--- config.mk ---
export PLATFORM = sky130hd
export DESIGN_NAME = fir_ntaps_prog
export DESIGN_NICKNAME = d
export VERILOG_FILES = /design/src/rtl/fir_pkg.sv /design/src/rtl/fir_coef_bank.sv /design/src/rtl/fir_ntaps_prog.sv
export SDC_FILE = /design/constraint.sdc
export NUM_CORES = 1
export LEC_CHECK = 0
export ABC_AREA = 1
export CAP_MARGIN = 10
export CORE_MARGIN = 2
export CORE_UTILIZATION = 55
export CTS_BUF_LIST = sky130_fd_sc_hd__clkbuf_16
export DETAILED_ROUTE_END_ITERATION = 6
export GPL_TIMING_DRIVEN = 0
export PLACE_DENSITY = 0.73
export SKIP_LAST_GASP = 1
export SLEW_MARGIN = 20
export SYNTH_ARGS = -nofsm -noshare
export SYNTH_HDL_FRONTEND = slang
export SYNTH_SLANG_ARGS = --single-unit
--- constraint.sdc ---
create_clock -name clk -period 5.8 [get_ports clk]
set_input_delay 1.45 -clock clk [delete_from_list [all_inputs] [get_ports clk]]
set_output_delay 1.45 -clock clk [all_outputs]
set_load 0.005 [all_outputs]
--- src/rtl/fir_pkg.sv ---
// Shared definitions for the filter library: width helpers and the
// default signed sample/coefficient/accumulator types.
package fir_pkg;

  localparam int DEF_D_W  = 8;
  localparam int DEF_C_W  = 8;
  localparam int DEF_TAPS = 4;

  // Ceiling log2, with clog2(1) = 0. Used for address and growth widths.
  function automatic int clog2(input int value);
    int result;
    int rem;
    result = 0;
    rem    = value - 1;
    while (rem > 0) begin
      result = result + 1;
      rem    = rem >> 1;
    end
    return result;
  endfunction

  // Full-precision output width of a TAPS-term signed sum of products.
  function automatic int out_width(input int d_w, input int c_w, input int taps);
    return d_w + c_w + clog2(taps);
  endfunction

  localparam int DEF_O_W = out_width(DEF_D_W, DEF_C_W, DEF_TAPS);

  typedef logic signed [DEF_D_W-1:0] sample_t;
  typedef logic signed [DEF_C_W-1:0] coef_t;
  typedef logic signed [DEF_O_W-1:0] acc_t;

endpackage

--- src/rtl/fir_coef_bank.sv ---
// TAPS x C_W coefficient register file. One write port, all entries read
// in parallel. The read-out forwards a write happening in the same cycle
// so the product stage sees a coefficient on the very edge it is written.
module fir_coef_bank
  import fir_pkg::*;
#(
  parameter int C_W  = 8,
  parameter int TAPS = 4,
  parameter int A_W  = 2
) (
  input  logic                  clk,
  input  logic                  rst,
  input  logic                  we,
  input  logic [A_W-1:0]        addr,
  input  logic [C_W-1:0]        wdata,
  output logic [TAPS*C_W-1:0]   coef_flat
);

  logic [C_W-1:0] bank [TAPS];

  // Store writes; an address with no matching entry (>= TAPS) touches nothing.
  always_ff @(posedge clk or posedge rst) begin
    if (rst) begin
      for (int k = 0; k < TAPS; k++) bank[k] <= '0;
    end else if (we) begin
      for (int k = 0; k < TAPS; k++) begin
        if (addr == A_W'(k)) bank[k] <= wdata;
      end
    end
  end

  // Parallel read-out with same-cycle write forwarding.
  always_comb begin
    coef_flat = '0;
    for (int k = 0; k < TAPS; k++) begin
      coef_flat[k*C_W +: C_W] = (we && addr == A_W'(k)) ? wdata : bank[k];
    end
  end

endmodule

--- src/rtl/fir_ntaps_prog.sv ---
// Direct-form FIR with programmable coefficients, valid-qualified input,
// a registered product stage and a registered adder stage (latency 2).
module fir_ntaps_prog
  import fir_pkg::*;
#(
  parameter  int D_W  = 8,
  parameter  int C_W  = 8,
  parameter  int TAPS = 4,
  localparam int A_W  = clog2(TAPS),
  localparam int O_W  = out_width(D_W, C_W, TAPS)
) (
  input  logic                  clk,
  input  logic                  rst,
  input  logic                  clr,
  input  logic                  coef_we,
  input  logic [A_W-1:0]        coef_addr,
  input  logic signed [C_W-1:0] coef_data,
  input  logic                  in_valid,
  input  logic signed [D_W-1:0] x,
  output logic                  out_valid,
  output logic signed [O_W-1:0] y
);

  localparam int P_W = D_W + C_W;

  logic [TAPS*C_W-1:0]   coef_flat;
  logic signed [C_W-1:0] coef [TAPS];
  logic signed [D_W-1:0] tap  [TAPS];
  logic signed [P_W-1:0] prod [TAPS];
  logic signed [O_W-1:0] sum;
  logic                  v0;
  logic                  v1;

  fir_coef_bank #(
    .C_W  (C_W),
    .TAPS (TAPS),
    .A_W  (A_W)
  ) u_bank (
    .clk       (clk),
    .rst       (rst),
    .we        (coef_we),
    .addr      (coef_addr),
    .wdata     (coef_data),
    .coef_flat (coef_flat)
  );

  // Unpack the flat coefficient bus into signed per-tap values.
  always_comb begin
    for (int k = 0; k < TAPS; k++) coef[k] = coef_flat[k*C_W +: C_W];
  end

  // Delay line advances only on valid samples; clr empties the history.
  always_ff @(posedge clk or posedge rst) begin
    if (rst) begin
      for (int k = 0; k < TAPS; k++) tap[k] <= '0;
    end else if (clr) begin
      for (int k = 0; k < TAPS; k++) tap[k] <= '0;
    end else if (in_valid) begin
      tap[0] <= x;
      for (int k = 1; k < TAPS; k++) tap[k] <= tap[k-1];
    end
  end

  // First valid stage: marks that the delay line holds a fresh sample.
  always_ff @(posedge clk or posedge rst) begin
    if (rst)      v0 <= 1'b0;
    else if (clr) v0 <= 1'b0;
    else          v0 <= in_valid;
  end

  // Product stage: full-precision signed tap x coefficient products.
  always_ff @(posedge clk or posedge rst) begin
    if (rst) begin
      for (int k = 0; k < TAPS; k++) prod[k] <= '0;
      v1 <= 1'b0;
    end else if (clr) begin
      for (int k = 0; k < TAPS; k++) prod[k] <= '0;
      v1 <= 1'b0;
    end else begin
      v1 <= v0;
      if (v0) begin
        for (int k = 0; k < TAPS; k++) prod[k] <= P_W'(tap[k]) * P_W'(coef[k]);
      end
    end
  end

  // Adder tree over sign-extended products; O_W leaves room for every sum.
  always_comb begin
    sum = '0;
    for (int k = 0; k < TAPS; k++) sum = sum + O_W'(prod[k]);
  end

  // Output stage: y only changes on valid results and holds across gaps and clr.
  always_ff @(posedge clk or posedge rst) begin
    if (rst) begin
      y         <= '0;
      out_valid <= 1'b0;
    end else if (clr) begin
      out_valid <= 1'b0;
    end else begin
      out_valid <= v1;
      if (v1) y <= sum;
    end
  end

endmodule

Word level (Yosys, flattened, before mapping)
Cells that the tools add are included.
- bits in registers: 149
- bits of input ports: 23
- output and inout bits: 19
- $add $sub $neg: 3
- multipliers: 4
- equality and inequality tests: 3
- muxes and demuxes: 11
- bitwise gates (word level): 1
- reductions and logical operators: 12
- operators with widths (kind ; number):
    2-to-1 mux 64 bit ; 2
    multiplier 8 x 8 -> 16 bit ; 4
    2-to-1 mux 32 bit ; 2
    2-to-1 mux 8 bit ; 4
    adder 17 x 16 -> 18 bit ; 1
    adder 18 x 16 -> 18 bit ; 1
    adder 16 x 16 -> 17 bit ; 1
    AND reduction 2 bit ; 5
    == test 2 bit (second input constant) ; 2
    logical AND 1 bit ; 4
    nonzero test 2 bit ; 2
    2-to-1 mux 1 bit ; 3
    == test 2 x 1 -> 1 bit (second input constant) ; 1
    logical NOT 2 bit ; 1
    inverter 1 bit ; 1

Longest topological paths before layout
- depth after elaboration: 6
- gate-level depth with buffers: 27
- depth with buffers taken out: 26

Hierarchy
From an unflattened synthesis, not the netlist that was laid out.
- cells, all modules: 2313
- area total of the unflattened synthesis: 18042.3 um^2
- by module, submodules not included (module ; instances ; cells an instance ; area each (um^2) ; seq. area each (um^2)):
    fir_ntaps_prog ; 1 ; 2163 ; 16600.9 ; 2927.8
    fir_coef_bank ; 1 ; 150 ; 1441.4 ; 800.8

Worst setup path after synthesis
No wires, ideal clock.
- path type: input to register
- from: input port coef_addr[1]
- to: register prod[47] (netlist bit)
- library setup time: 0.117 ns
- arrival: 5.443 ns
- data required time: 5.683 ns
- path slack: 0.239 ns
- cell stages on the path: 22
- buffers on the path: 1
- cell sequence: inv_1 -> nand3_4 -> buf_4 -> nand2_1 -> o21ai_2 -> nor2_1 -> inv_1 -> fa_1 -> inv_1 -> fa_1 -> inv_1 -> fa_1 -> inv_1 -> fa_1 -> ha_1 -> nand2_1 -> nor2_1 -> nand3_1 -> nand3_1 -> nand3_1 -> nand3_1 -> nand2_1
- cells in the longest elaborated chain, start to end: 6
- ends and longest elaborated chain (element ; RTL line ; source):
    start, declared ; fir_ntaps_prog.sv:16 ; input logic [A_W-1:0] coef_addr,
    == test 2 x 1 -> 1 bit ; fir_coef_bank.sv:36 ; coef_flat[k*C_W +: C_W] = (we && addr == A_W'(k)) ? wdata : bank[k];
    logical AND 1 bit ; fir_coef_bank.sv:36 ;
    2-to-1 mux 8 bit ; fir_coef_bank.sv:36 ;
    multiplier 8 x 8 -> 16 bit ; fir_ntaps_prog.sv:82 ; for (int k = 0; k < TAPS; k++) prod[k] <= P_W'(tap[k]) * P_W'(coef[k]);
    2-to-1 mux 64 bit ; fir_ntaps_prog.sv:81 ; if (v0) begin
    2-to-1 mux 64 bit ; fir_ntaps_prog.sv:76 ; end else if (clr) begin
    end, declared ; fir_ntaps_prog.sv:29 ; logic signed [P_W-1:0] prod [TAPS];
No other way between the ends. The select of a mux whose other input is x is not followed.
A chain may end at the register's enable or synchronous reset.

Worst setup path in the final report
- from: input port coef_data[4]
- to: register prod[31] (netlist bit)
- cells in the longest elaborated chain, start to end: 4
- ends and longest elaborated chain (element ; RTL line ; source):
    start, declared ; fir_ntaps_prog.sv:17 ; input logic signed [C_W-1:0] coef_data,
    2-to-1 mux 8 bit ; fir_coef_bank.sv:36 ;
    multiplier 8 x 8 -> 16 bit ; fir_ntaps_prog.sv:82 ;
    2-to-1 mux 64 bit ; fir_ntaps_prog.sv:81 ;
    2-to-1 mux 64 bit ; fir_ntaps_prog.sv:76 ;
No other way between the ends. The select of a mux whose other input is x is not followed.

==> reports/metrics.csv <==
metric,value,unit
Syn Area/Cell,8.27,um^2
asr flop ratio synth,100,%
RSZ-0062 raised after global routing,true,
initial core utilization,55.4,%
fin worst setup slack,0.109,ns
clock transition at the registers of the reported paths,0.07,ns
WL final,45300,um
XOR/XNOR Fraction of Synth Area,0.707,%
Synth Area in Simple Gates,18.4,%
Setup CP Type,in2reg,
post-synthesis net count,2507,
"commonest non-fill, non-tap cell in the layout",inv_1,
CP Max Fanout,6,
Nets,2583,
# port buffers,40,
"Clk Latency, worst-skew pair",0.45,ns
Final Hold Fails,0,
Row Count,65,
1st-pass router iterations,6,
min Tclk post-route,5.69,ns
clk root buf,clkbuf_16,
multiplexer area fraction after synthesis,0,%
Power Dens Cells,260,mW/mm^2
Compound-Gate Fraction of Synth Area,8.84,%
Critical Path Sink Type,register,
sequential fraction of the synthesis area,21.5,%
worst endpoint required time,6.13,ns
Startpoint Class,primary input,
die area,0.0330,mm^2
Syn Std Cell Area,0.0174,mm^2
worst slew pin tran,0.711,ns
Via density,5.35,
share of layout cells above drive strength 1,8.73,%
DR WL/cell,17.5,um
synth warn,0,
main combinational cell family by area after synthesis,adder cells,
#FFs+latches synth,149,
H-tree depth,4,
clk buf depth,2,
Synth Area in Adders,38.8,%
DRT iter0 DRCs,1089,
timing-limited maximum frequency,176,MHz
Hold Slack,0.478,ns
Chip Height,182,um
Hold Path Class,reg2reg,
initial antenna violation count,1,
Die Width,182,um
clk sinks,149,
Routability Congestion,0.930,
Post-DRT Antenna Nets,0,
CTS buffer count,17,
Global Route Usage Sum,29.1,%
Core Region,0.0313,mm^2
status,"finished, final reports clean",
largest net degree at the start of global routing,108,
Syn Inst Count,2098,
routed vias,13900,
max-slew violations,0,
"Design Area, Final",0.0193,mm^2
Ports,42,
number of global-route vias before repair,14600,
P_leak,10.3,nW
clk_skew,0.0106,ns
Pwr Total,5.03,mW
Remaining DRCs,0,
dpl hpwl,36800,um
Post-synth EDFFs,0,
TNS Setup,0,ns
GRT overflow,0,
worst rel slew slack,52.6,%
period utilization,98.1,%
CTS tree,done,
synth unique cells,40,
CP Data Arrival Time,6.02,ns
"commonest non-fill, non-tap cells in the layout","inv_1 (467), nand2_1 (425), fa_1 (246), nor2_1 (245), dfrtp_1 (149)",
Most used DFF post-synth,dfrtp_1,
first-pass GRT wire length,74400,um
MaxCap Viol Count,0,
P&R area growth vs syn,11.5,%
final setup vio count,0,
Post-Place Cell Area,0.0183,mm^2
dpl ws,-1.19,ns
peak supply drop,0.236,mV
==> final timing paths <==
kind / endpoint / slack, ns / depth (start not counted) / startpoint
min in group asynchronous: tap[22] / 1.40 / 2 / rst
setup reg to reg: prod[15] / 1.28 / 19 / tap[7]
max in group asynchronous: prod[15] / 3.57 / 3 / rst
hold / removal: y[0] / 0.48 / 2 / y[0]
hold reg to reg: y[0] / 0.48 / 2 / y[0]
setup / recovery: prod[31] / 0.11 / 19 / coef_data[4]
==> critical path, stage by stage <==
cell,delay (ns)
dlygate4sd2_1,0.47
inv_1,0.21
o21ai_4,0.31
nand2_1,0.13
fa_2,0.63
inv_2,0.06
fa_1,0.50
inv_1,0.06
fa_1,0.51
inv_1,0.06
fa_2,0.61
ha_4,0.23
a21o_1,0.19
nor2_2,0.11
nand3_2,0.11
inv_1,0.09
nand2_1,0.09
nand3_4,0.13
nand2_1,0.06
==> through the flow <==
stage,instances,util (%)
after floorplan,2098,-
after global placement,2540,58.3
after detailed placement,2541,58.4
after CTS,2581,60.8
after global routing,2589,61.8
final,2590,61.8
==> layer usage <==
metal / vias up / global-route usage, % / wire length (um)
met5: - / 0 / 0
met4: 0 / 10.4 / 1480
met3: 94 / 6.44 / 3580
met2: 533 / 48.7 / 21600
met1: 6729 / 37.5 / 18600
li1: 6502 / - / -
==> synth_stat cells (4+ instances only) <==
cell | number | area [um^2]
a21boi_0 | 6 | 45.0
a21o_1 | 11 | 82.6
a21oi_1 | 54 | 270
a22o_1 | 16 | 140
a32o_1 | 4 | 40.0
buf_1 | 4 | 15.0
buf_2 | 5 | 25.0
buf_6 | 5 | 56.3
clkbuf_1 | 13 | 48.8
dfrtp_1 | 149 | 3730
fa_1 | 253 | 5060
ha_1 | 133 | 1660
inv_1 | 474 | 1780
inv_2 | 27 | 101
nand2_1 | 425 | 1600
nand3_1 | 82 | 410
nand4_1 | 6 | 37.5
nor2_1 | 257 | 965
nor2_2 | 5 | 31.3
o21ai_0 | 67 | 335
o21ai_2 | 20 | 175
o21ai_4 | 10 | 163
o21bai_1 | 9 | 67.6
o22ai_1 | 24 | 150
xnor2_1 | 10 | 87.6
xor2_1 | 4 | 35.0
==> state kept, by name, summed over array words and instances (netlist names) <==
register,count
prod,64
tap,32
u_bank.bank,32
y,18
out_valid,1
v0,1
v1,1
==> power by group <==
group,internal (mW),total [mW],switching [mW]
logic,1.00,2.62,1.62
clock network,0.612,1.14,0.525
registers,1.17,1.27,0.0977
total,2.79,5.03,2.25
==> logic make-up (layout without fill, tap and decap cells) <==
| logic type | after synthesis | after routing |
|---|---|---|
| xor gates and xnor gates | 14 | 14 |
| and+or+nand+nor | 790 | 790 |
| other | 0 | 1 |
| adders and majority gates | 386 | 386 |
| DFF | 149 | 149 |
| buffers and inverters | 533 | 622 |
| AOI/OAI and AO/OA | 226 | 226 |
==> area by class of cell <==
| type | count | area (um^2) |
|---|---|---|
| tap | 402 | 503 |
| fill | 2695 | 12000 |
| sequential | 149 | 3730 |
| multi-input combinational | 1416 | 11900 |
| clock inverter | 15 | 165 |
| buffer | 28 | 165 |
| antenna | 1 | 2.50 |
| timing repair buffer | 57 | 542 |
| clock buffer | 17 | 425 |
| inverter | 505 | 1910 |
==> what timing repair did <==
action	4_1_cts	5_1_grt
hold buffers	0	0
cloned	0	1
setup endpoints to repair	30	25
buffers inserted	8	7
pin swaps	6	12
gates resized for setup	39	69
Power figures use the tool's default switching activity.
